File: config.mk
export PLATFORM = sky130hd
export DESIGN_NAME = imem_boot_loader
export DESIGN_NICKNAME = d
export VERILOG_FILES = /design/src/rtl/imem_boot_loader.sv
export SDC_FILE = /design/constraint.sdc
export NUM_CORES = 1
export LEC_CHECK = 0
export BUFFER_PORTS_ARGS = -buffer_cell sky130_fd_sc_hd__clkbuf_2
export CAP_MARGIN = 10
export CORE_UTILIZATION = 25
export DETAILED_ROUTE_END_ITERATION = 10
export GPL_ROUTABILITY_DRIVEN = 0
export PLACE_DENSITY = 0.5
export SYNTH_ARGS = -nofsm -noshare
export SYNTH_HDL_FRONTEND = slang
export SYNTH_SLANG_ARGS = --single-unit
File: constraint.sdc
create_clock -name clk -period 4.7 [get_ports clk]
set_input_delay 0.94 -clock clk [delete_from_list [all_inputs] [get_ports clk]]
set_output_delay 0.94 -clock clk [all_outputs]
set_load 0.005 [all_outputs]
File: src/rtl/imem_boot_loader.sv
// imem_boot_loader
//   Receives a program image as a valid/ready stream of DATA_W-bit words, writes it into
//   instruction memory and sequences the core: cpu_rst is held high while loading and for
//   RST_HOLD cycles after the last write, then released together with a one-cycle cpu_start.
//   Stream format: one header word (low ADDR_W bits = base address), then payload words,
//   the final one tagged with s_last.
//
// Ports
//   clk, rst                 clock, asynchronous active-high reset
//   load_req                 start (or restart) a load; honoured only when idle or running
//   s_valid/s_data/s_last    image stream in; s_ready is registered
//   imem_we/addr/wdata       instruction-memory write port, one cycle after each transfer
//   cpu_rst, cpu_start       core reset and start pulse
//   busy, done               loading in progress / image loaded and core running (sticky)
//   err_overflow             payload ran past the top of memory (sticky)
//   err_checksum             checksum mismatch (sticky), 0 unless checksum build
//   word_count               payload words written in the current load
//
// Build option: define LOADER_CHECKSUM_EN to treat the s_last word as an XOR checksum over
// the written payload; the checksum word is then neither written nor counted.
module imem_boot_loader #(
  parameter int unsigned ADDR_W   = 12,
  parameter int unsigned DATA_W   = 16,
  parameter int unsigned RST_HOLD = 2
) (
  input  logic              clk,
  input  logic              rst,
  input  logic              load_req,
  input  logic              s_valid,
  input  logic [DATA_W-1:0] s_data,
  input  logic              s_last,
  output logic              s_ready,
  output logic              imem_we,
  output logic [ADDR_W-1:0] imem_addr,
  output logic [DATA_W-1:0] imem_wdata,
  output logic              cpu_rst,
  output logic              cpu_start,
  output logic              busy,
  output logic              done,
  output logic              err_overflow,
  output logic              err_checksum,
  output logic [ADDR_W:0]   word_count
);

  localparam logic [2:0] StIdle = 3'd0;
  localparam logic [2:0] StHdr  = 3'd1;
  localparam logic [2:0] StLoad = 3'd2;
  localparam logic [2:0] StHold = 3'd3;
  localparam logic [2:0] StRun  = 3'd4;

  localparam logic [ADDR_W-1:0] AddrMax  = '1;
  localparam logic [3:0]        HoldLast = 4'(RST_HOLD - 1);

  logic [2:0]        state_q, state_d;
  logic              s_ready_q, s_ready_d;
  logic [ADDR_W-1:0] addr_q, addr_d;
  logic              wrote_top_q, wrote_top_d;
  logic [3:0]        hold_q, hold_d;
  logic              imem_we_q, imem_we_d;
  logic [ADDR_W-1:0] imem_addr_q, imem_addr_d;
  logic [DATA_W-1:0] imem_wdata_q, imem_wdata_d;
  logic              cpu_start_q, cpu_start_d;
  logic              done_q, done_d;
  logic              err_ovf_q, err_ovf_d;
  logic [ADDR_W:0]   wcnt_q, wcnt_d;

  logic xfer, start_load, csum_word, csum_ok, wr_word, ovf_hit;

  assign xfer       = s_valid & s_ready_q;
  assign start_load = load_req & ((state_q == StIdle) | (state_q == StRun));

`ifdef LOADER_CHECKSUM_EN
  logic [DATA_W-1:0] csum_q, csum_d;
  logic              err_csum_q, err_csum_d;

  assign csum_word = s_last;
  assign csum_ok   = (s_data == csum_q);

  always_comb begin
    csum_d     = csum_q;
    err_csum_d = err_csum_q;
    if (start_load) begin
      csum_d     = '0;
      err_csum_d = 1'b0;
    end else if (wr_word) begin
      csum_d = csum_q ^ s_data;
    end
    if ((state_q == StLoad) && xfer && s_last && !csum_ok) begin
      err_csum_d = 1'b1;
    end
  end

  always_ff @(posedge clk or posedge rst) begin
    if (rst) begin
      csum_q     <= '0;
      err_csum_q <= 1'b0;
    end else begin
      csum_q     <= csum_d;
      err_csum_q <= err_csum_d;
    end
  end

  assign err_checksum = err_csum_q;
`else
  assign csum_word    = 1'b0;
  assign csum_ok      = 1'b1;
  assign err_checksum = 1'b0;
`endif

  // Once the top word has been written, later payload words are swallowed, not written.
  assign wr_word = (state_q == StLoad) & xfer & ~csum_word & ~wrote_top_q;
  assign ovf_hit = (state_q == StLoad) & xfer & ~csum_word & wrote_top_q;

  always_comb begin
    state_d      = state_q;
    addr_d       = addr_q;
    wrote_top_d  = wrote_top_q;
    hold_d       = hold_q;
    imem_we_d    = 1'b0;
    imem_addr_d  = imem_addr_q;
    imem_wdata_d = imem_wdata_q;
    cpu_start_d  = 1'b0;
    done_d       = done_q;
    err_ovf_d    = err_ovf_q;
    wcnt_d       = wcnt_q;

    if (start_load) begin
      state_d   = StHdr;
      done_d    = 1'b0;
      err_ovf_d = 1'b0;
      wcnt_d    = '0;
    end

    if (wr_word) begin
      imem_we_d    = 1'b1;
      imem_addr_d  = addr_q;
      imem_wdata_d = s_data;
      wcnt_d       = wcnt_q + 1'b1;
      // Address saturates at the top; the flag remembers that the top slot is used.
      if (addr_q == AddrMax) begin
        wrote_top_d = 1'b1;
      end else begin
        addr_d = addr_q + 1'b1;
      end
    end

    if (ovf_hit) begin
      err_ovf_d = 1'b1;
    end

    case (state_q)
      StHdr: begin
        if (xfer) begin
          addr_d      = s_data[ADDR_W-1:0];
          wrote_top_d = 1'b0;
          hold_d      = '0;
          state_d     = s_last ? StHold : StLoad;
        end
      end
      StLoad: begin
        if (xfer && s_last) begin
          hold_d  = '0;
          state_d = csum_ok ? StHold : StIdle;
        end
      end
      StHold: begin
        // The trailing write cycle does not count toward the hold time.
        if (!imem_we_q) begin
          if (hold_q == HoldLast) begin
            state_d     = StRun;
            done_d      = 1'b1;
            cpu_start_d = 1'b1;
          end else begin
            hold_d = hold_q + 1'b1;
          end
        end
      end
      default: ;
    endcase

    s_ready_d = (state_d == StHdr) | (state_d == StLoad);
  end

  always_ff @(posedge clk or posedge rst) begin
    if (rst) begin
      state_q      <= StIdle;
      s_ready_q    <= 1'b0;
      addr_q       <= '0;
      wrote_top_q  <= 1'b0;
      hold_q       <= '0;
      imem_we_q    <= 1'b0;
      imem_addr_q  <= '0;
      imem_wdata_q <= '0;
      cpu_start_q  <= 1'b0;
      done_q       <= 1'b0;
      err_ovf_q    <= 1'b0;
      wcnt_q       <= '0;
    end else begin
      state_q      <= state_d;
      s_ready_q    <= s_ready_d;
      addr_q       <= addr_d;
      wrote_top_q  <= wrote_top_d;
      hold_q       <= hold_d;
      imem_we_q    <= imem_we_d;
      imem_addr_q  <= imem_addr_d;
      imem_wdata_q <= imem_wdata_d;
      cpu_start_q  <= cpu_start_d;
      done_q       <= done_d;
      err_ovf_q    <= err_ovf_d;
      wcnt_q       <= wcnt_d;
    end
  end

  assign s_ready      = s_ready_q;
  assign imem_we      = imem_we_q;
  assign imem_addr    = imem_addr_q;
  assign imem_wdata   = imem_wdata_q;
  assign cpu_rst      = (state_q != StRun);
  assign cpu_start    = cpu_start_q;
  assign busy         = (state_q == StHdr) | (state_q == StLoad) | (state_q == StHold);
  assign done         = done_q;
  assign err_overflow = err_ovf_q;
  assign word_count   = wcnt_q;

endmodule

### Word level (Yosys, flattened, before mapping)

Cells that the tools add are included.

* register bits after elaboration: 66
* input bits: 21
* logic and storage cells: 76

* $add $sub $neg: 3
* equality and inequality tests: 13
* multiplexer cells: 32
* bitwise operators: 10
* reduce and logical (&&, ||, !) cells: 6

Operators with widths (count)
* 2-to-1 mux 12 bit: 4
* 2-to-1 mux 13 bit: 2
* 2-to-1 mux 4 bit: 4
* 2-to-1 mux 1 bit: 15
* 2-to-1 mux 3 bit: 5
* adder 13 x 1 -> 13 bit, second input constant: 1
* adder 12 x 1 -> 12 bit, second input constant: 1
* equality test 12 bit, second input constant: 1
* case mux 4 bit (3 select lines): 1
* equality test 3 x 2 -> 1 bit, second input constant: 3
* case mux 3 bit (3 select lines): 1
* equality test 3 x 1 -> 1 bit, second input constant: 2
* != test 2 bit, second input constant: 3
* AND 1 bit: 5
* AND reduction 5 bit: 1
* adder 4 x 1 -> 4 bit, second input constant: 1
* equality test 4 x 1 -> 1 bit, second input constant: 1
* OR 1 bit: 4
* nonzero test 2 bit: 2
* equality test 3 bit, second input constant: 1
* zero test 3 bit: 1
* != test 3 bit, second input constant: 1
* nonzero test 3 bit: 1
* != test 2 x 1 -> 1 bit, second input constant: 1
* 2 further kinds: 2

### Depth between registers and ports, before layout

Gate-level depths: netlist of run 1.

* depth after elaboration: 9
* mapped depth: 8

### Worst setup path before layout of run 1

No wires, ideal clock.

* path kind: input port to flip-flop
* start point: input s_valid
* end point: register wcnt_q[11], in the netlist word_count[11]
* arrival time: 2011 ps
* required time: 4573 ps
* setup slack: 2562 ps
* cell stages on the path: 5
* buffers on the path: 1
* cells stage by stage: nand4b_1 > or4_1 > buf_2 > o211ai_2 > o31ai_2

* longest elaborated chain between the ends: 4
* elaborated cells on any way between the ends: 5
* classes of those cells: mux (1); bitwise (3); reduce/logical (1)

Ends and longest elaborated chain
* start, declared: line 29 `input logic s_valid,`
* AND 1 bit (*): line 69 `assign xfer = s_valid & s_ready_q;`
* AND 1 bit (*) (2 in series): line 111 `assign wr_word = (state_q == StLoad) & xfer & ~csum_word & ~wrote_top_q;`
* 2-to-1 mux 13 bit or nonzero test 2 bit (tied branches)
* end signal, assigned: line 210 `wcnt_q <= wcnt_d;`
* end, declared: line 65 `logic [ADDR_W:0] wcnt_q, wcnt_d;`

Every way passes the cells marked *; elsewhere a longest branch is shown, timed or not.
A chain may end at the register's enable or synchronous reset.

### Worst setup path in the final report of run 1

* start point: register state_q[1]
* end point: output cpu_rst

* longest elaborated chain between the ends: 1

Ends and longest elaborated chain
* start, declared: line 54 `logic [2:0] state_q, state_d;`
* start signal, assigned: line 186 `state_q <= StIdle;`
* start signal, assigned: line 199 `state_q <= state_d;`
* != test 3 bit: line 218 `assign cpu_rst = (state_q != StRun);`
* end, declared: line 36 `output logic cpu_rst,`

No other way between the ends.

==> metrics.md, run 1 <==
| Metric | Value |
|---|---|
| Status | completed |
| Area grow syn2layout | 25.57% |
| Syn Nets | 366 |
| Reg2Reg Depth | 4 |
| Syn_area_per_cell | 9.213 um^2 |
| Mapped Area | 3142 um^2 |
| Cts hold-fix bufs | 0 |
| Largest cells by area after synthesis | dfrtp_1 (53%), nand2_1 (14%), mux2i_1 (2.2%) |
| First-pass GRT wire length | 13.51 mm |
| Worst Path Required | 3760 ps |
| Largest net degree at the start of global routing | 48 |
| Die width | 114.1 um |
| Starting density of the core | 25.94% |
| Synth Area in Compound Gates | 11.71% |
| Unrepaired setup endpoints after global routing | no |
| Per-cell routed wire length | 14.00 um |
| Cell accounting for the most synthesized area | dfrtp_1 |
| Share of the synthesized area in the top cell type | 52.57% |
| Total CTS buffers | 9 |
| Root Driver | clkbuf_16 |
| Maximum fanout along the worst path | 14 |
| Core area | 12110 um^2 |
| Dpl hpwl | 5.722 mm |
| FP Rows | 40 |
| Post-CTS Resized | 0 |
| H-tree depth | 3 |
| Antenna cells | 0 |
| Hold Path Stages | 1 |
| Commonest non-fill, non-tap cell in the layout | nand2_1 |
| Worst-skew pair later-pin latency | 330 ps |
| Total grt overflow | 0 |
| Vias per cell | 4.671 |
| Leak Pwr | 1.996 nW |
| Sequential-to-total area share from yosys stat | 52.57% |
| Yosys reg bits | 66 |
| Worst-Margin Slew | 785.2 ps |
| CP Data Arrival Time | 1330 ps |
| Fmax achieved | 0.4405 GHz |
| WL final | 8.133 mm |
| Ports | 70 |
| Worst-path clk slew | 50 ps |
| Die footprint | 13020 um^2 |
| CTS tree | done |
| XOR/XNOR Fraction of Synth Area | 0.2788% |
| Synth Area in Adders | 1.593% |
| Ys async rst share | 100.0% |
| Final net count | 433 |
| Post-layout util | 32.57% |
| Drt drc | 0 |
| Routed Antenna Nets | 0 |
| CTS Sinks | 66 |
| Die Span Y | 114.1 um |
| GR Util All Layers | 13.35% |
| Clock buffer depth | 2 |
| Crit Path Class | reg2out |
| Worst Setup Start Kind | flop |
| Starting DRT DRC Count | 108 |
| Final hold vios | 0 |
| Ys flop type | dfrtp_1 |
| PwrDens | 558.4 nW/um^2 |
| Setup violators final | 0 |
| Vias after detailed routing | 2714 |
| Synth Area in Simple Gates | 27.64% |
| Critical Path End Type | primary output |
| Worst slew margin | 47.58% |
| Period utilization | 48.30% |
| Multiplexer share of the synthesized area | 2.589% |
| Largest family of logic cells by synthesized area | simple AND/OR/NAND/NOR gates |
| Worst hold path class | reg2reg |
| Final worst path period need | 2270 ps |
| Initial antenna violation count | 0 |
| Pins Over Slew Limit | 0 |
| Synth warnings | 0 |
| Worst vdd ir | 0.1798 mV |
| Setup Buffers After CTS | 0 |
| # port buffers | 68 |
| Max cap viols | 0 |
| DRT Pass-1 Iters | 6 |
| Number of global-route vias before repair | 2612 |
| Layout cells sized above 1 | 22.52% |
| EDFF count, synth | 0 |
| Setup Skew | 4.472 ps |
| Count of cell types in the netlist | 49 |
| Setup_tns | 0 ps |
| Most frequent cells in the layout | nand2_1 (115), clkbuf_2 (68), dfrtp_1 (66) |
| Cells after Synth | 341 |
-- path summary, 6_finish.rpt --
check / to / slack [ps] / from
worst max-delay path: cpu_rst / 2430 / state_q[1]$_DFF_PP0_
worst min-delay path: word_count[12]$_DFFE_PP0P_ / 470 / word_count[12]$_DFFE_PP0P_
max in group asynchronous: word_count[3]$_DFFE_PP0P_ / 3060 / rst
min in group asynchronous: imem_wdata[14]$_DFFE_PP0P_ / 750 / rst
worst min register to register: word_count[12]$_DFFE_PP0P_ / 470 / word_count[12]$_DFFE_PP0P_
worst max register to register: word_count[11]$_DFFE_PP0P_ / 2600 / state_q[1]$_DFF_PP0_
-- cell type report --
class / instances / area [um^2]
fill: 1295 / 8167
sequential: 66 / 1652
multi-input combinational: 251 / 1380
timing repair buffer: 73 / 377.9
clock buffer: 14 / 264.0
tap: 168 / 210.2
clock inverter: 2 / 35.03
inverter: 7 / 26.28
-- critical path: stages, from the launching register on --
cell	delay [ps]
dfrtp_1	520
nor2_1	280
nand2_1	80
clkbuf_2	120
-- cell usage after synthesis (all sizes together) (7+ instances only) --
| library cell | n |
|---|---|
| nor2 | 12 |
| nand2 | 115 |
| buf | 11 |
| nand3 | 12 |
| mux2i | 7 |
| a21oi | 7 |
| o31ai | 9 |
| o21ai | 9 |
| dfrtp | 66 |
| inv | 7 |
-- metrics by stage --
stage	power (W)	cells	hold slack [ps]	cell area (um^2)	worst slack, ps
2_1_floorplan	0.001292	341	468.9	3142	2105
3_3_place_gp	0.001534	565	461.7	3646	2216
3_5_place_dp	0.001547	565	465.4	3646	2209
4_1_cts	0.002235	581	481.5	3945	2408
5_1_grt	0.002368	581	500.4	3945	2336
6_report	0.002203	581	474.8	3945	2430
-- sequential cells by signal (all words and copies together), names as in the netlist --
register / flops
done: 1
state_q: 3
hold_q: 4
imem_we: 1
imem_wdata: 16
cpu_start: 1
word_count: 13
wrote_top_q: 1
s_ready: 1
addr_q: 12
imem_addr: 12
err_overflow: 1
-- routing by layer --
layer / up-vias / GRT usage (%) / wire, um
li1: 1319 / - / -
met1: 1323 / 17.73 / 3760
met2: 67 / 20.97 / 3905
met3: 5 / 4.235 / 411
met4: 0 / 3.550 / 55
met5: - / 0 / 0
-- power by group --
part           switching, W  internal, W
Sequential         0.000209     0.000768
Combinational      0.000285     0.000265
Clock              0.000236     0.000439
-- cells by family after synthesis --
logic type                 count (synthesis)
DFF                                       66
muxes                                      8
buffers and inverters                     24
other                                      1
xor gates and xnor gates                   1
AOI/OAI and AO/OA                         51
adders and majority gates                  4
and+or+nand+nor                          186
(Power assumes the default switching activity.)
==> run 2, diff against run 1 <==
Settings changed: ABC_AREA set to 1, PLACE_DENSITY 0.5 to 0.51.
Clock period 4.7 ns to 2 ns, I/O delays scaled along.
==> metrics.md, run 2 <==
| Metric | Value |
|---|---|
| Cells after Synth | 423 |
| Leak Pwr | 2.171 nW |
| Synth cell count leaders | nand2_1 (137), dfrtp_1 (66), inv_1 (48) |
| Filler cells | 1429 |
| Initial antenna violation count | 0 |
| Most frequent cells in the layout | nand2_1 (137), clkbuf_2 (68), dfrtp_1 (66) |
| GR Util All Layers | 13.04% |
| Worst vdd ir | 0.4802 mV |
| Synth warnings | 0 |
| Unrepaired setup endpoints after global routing | no |
| Peak per-stage delay on the critical path | 400 ps |
| Register-to-Register Setup Slack | 310 ps |
| Clock power share | 25.5% |
| Share of the synthesized area in the top cell type | 48.98% |
| Clock buffer depth | 2 |
| Cts hold-fix bufs | 0 |
| Per-cell routed wire length | 12.28 um |
| Switching power | 0.002171 W |
| Commonest non-fill, non-tap cell in the layout | nand2_1 |
| Setup Buffers After CTS | 0 |
| Worst-path clk slew | 60 ps |
| Final hold slack | 89.52 ps |
| Ys flop type | dfrtp_1 |
| Cell accounting for the most synthesized area | dfrtp_1 |
| Worst Setup Start Kind | flop |
| CP delay by family, top | simple AND/OR/NAND/NOR gates |
| PwrDens | 1350 nW/um^2 |
| Final net count | 523 |
| Part of the power in registers | 39.8% |
| Die footprint | 13960 um^2 |
| Cell with the most instances after synthesis | nand2_1 |
| Maximum fanout along the worst path | 5 |
| Worst slew margin | 66.44% |
| Ys async rst share | 100.0% |
| Status | completed |
| Root Driver | clkbuf_16 |
| EDFF count, synth | 0 |
| Sequential-to-total area share from yosys stat | 48.98% |
| Routed Antenna Nets | 0 |
| Worst-skew pair later-pin latency | 330 ps |
| Worst hold path class | in2async |
| Worst-Margin Slew | 502.4 ps |
| Internal | 0.003472 W |
| Max cap viols | 0 |
| Post-CTS Resized | 0 |
| Crit Path Class | reg2reg |
| Setup Skew | 6.202 ps |
| Count of cell types in the netlist | 38 |
| Crit-path slowest cell | dfrtp_1 |
| CTS Sinks | 66 |
| Number of global-route vias before repair | 2898 |
| Comb power frac | 34.8% |
| FP Rows | 42 |
| Pins Over Slew Limit | 0 |
| Setup violators final | 0 |
| CTS tree | done |
| Largest register FFs | 16 |
| Die Span Y | 118.1 um |
| Setup_tns | 0 ps |
| Largest net degree at the start of global routing | 50 |
| Total CTS buffers | 9 |
| Sw Share | 38.47% |
| Mapped Area | 3372 um^2 |
| Total grt overflow | 0 |
| Dpl hpwl | 6.175 mm |
| Die width | 118.1 um |
| Layout cells sized above 1 | 22.66% |
| Final hold vios | 0 |
| Ports | 70 |
| Largest cells by area after synthesis | dfrtp_1 (49%), nand2_1 (15%), inv_1 (5.3%) |
| Worst Path Required | 2210 ps |
| # port buffers | 68 |
| Most used cell, CP | nand2_1 |
| Critical Path End Type | flop |
| Vias per cell | 4.290 |
| Core area | 13190 um^2 |
| First-pass GRT wire length | 14.25 mm |
| Syn Nets | 448 |
| Final worst path period need | 1688 ps |
| Drt drc | 0 |
| CP Data Arrival Time | 1900 ps |
| Overall Power | 0.005643 W |
| Antenna cells | 0 |
| CP Buf/Inv Count | 0 |
| Starting density of the core | 25.56% |
| Period utilization | 84.39% |
| Vias after detailed routing | 2913 |
| Worst-path cell chain | ha_1 > nand2_1 > nor2_2 > nand2_1 > nor2_1 > nand2_1 > nand2_1 > a31oi_2 |
| DRT Pass-1 Iters | 5 |
| Yosys reg bits | 66 |
| Starting DRT DRC Count | 281 |
| Syn_area_per_cell | 7.972 um^2 |
| Fmax achieved | 0.5925 GHz |
| WL final | 8.341 mm |
| Area grow syn2layout | 23.97% |
| H-tree depth | 3 |
run 2: cell types whose count changed after synthesis, moves of 7 or more:
cell	before	now
inv_1	7	48
mux2i_1	7	0
nand2_1	115	137
nand3_1	12	33
nor2_1	12	28
o21ai_0	9	33
o31ai_1	7	0
run 2: worst paths after layout:
| kind | from | end | cells after the start |
|---|---|---|---|
| setup / recovery | addr_q[1]$_DFF_PP0_ | addr_q[10]$_DFF_PP0_ | 8 |
| hold / removal | rst | imem_wdata[13]$_DFFE_PP0P_ | 2 |
| setup reg to reg | addr_q[1]$_DFF_PP0_ | addr_q[10]$_DFF_PP0_ | 8 |
| hold reg to reg | imem_wdata[14]$_DFFE_PP0P_ | imem_wdata[14]$_DFFE_PP0P_ | 2 |
| max in group asynchronous | rst | word_count[3]$_DFFE_PP0P_ | 3 |
| min in group clk | s_data[14] | imem_wdata[14]$_DFFE_PP0P_ | 3 |
run 2: cells by family (layout without fill, tap and decap cells):
kind of cell,after synthesis,after routing,share of synthesized area [%]
adders and majority gates,4,4,1.484
DFF,66,66,48.98
xor gates and xnor gates,5,5,1.299
other,1,1,0.1112
AOI/OAI and AO/OA,62,62,11.43
and+or+nand+nor,218,218,27.68
buffers and inverters,67,147,9.016
run 2: through the flow:
| step | area, um^2 | std cells | util, % | worst slack (ps) |
|---|---|---|---|---|
| 2_1_floorplan | 3376 | 423 | - | 543.3 |
| 3_3_place_gp | 3915 | 663 | 29.68 | 363.1 |
| 3_5_place_dp | 3915 | 663 | 29.68 | 326.7 |
| 4_1_cts | 4180 | 679 | 31.69 | 312.0 |
| 5_1_grt | 4180 | 679 | 31.69 | 73.47 |
| 6_report | 4180 | 679 | 31.69 | 312.1 |
run 2: metal layers:
metal	share of wire, %	vias up	global-route usage (%)	wire length, um
met5	0	-	0	0
met4	0.80	0	3.846	67
met3	4.8	5	4.199	404
met2	47	74	21.14	3961
met1	47	1337	16.51	3907
li1	-	1497	-	-
run 2: power groups by stage:
stage,Sequential [W],Clock (W),Combinational (W)
finish,0.00224,0.00144,0.00196
detailed placement,0.00226,0,0.00198
CTS,0.00225,0.00150,0.00199
global route,0.00232,0.00155,0.00229
floorplan,0.00218,0,0.00133
global placement,0.00226,0,0.00193
run 2: area by class of cell:
cell class	count	area, um^2	area share (%)
sequential	66	1652	39.51
multi-input combinational	290	1416	33.88
timing repair buffer	77	420.4	10.06
clock buffer	13	250.2	5.986
tap	176	220.2	5.268
inverter	54	206.4	4.939
clock inverter	3	15.01	0.3592
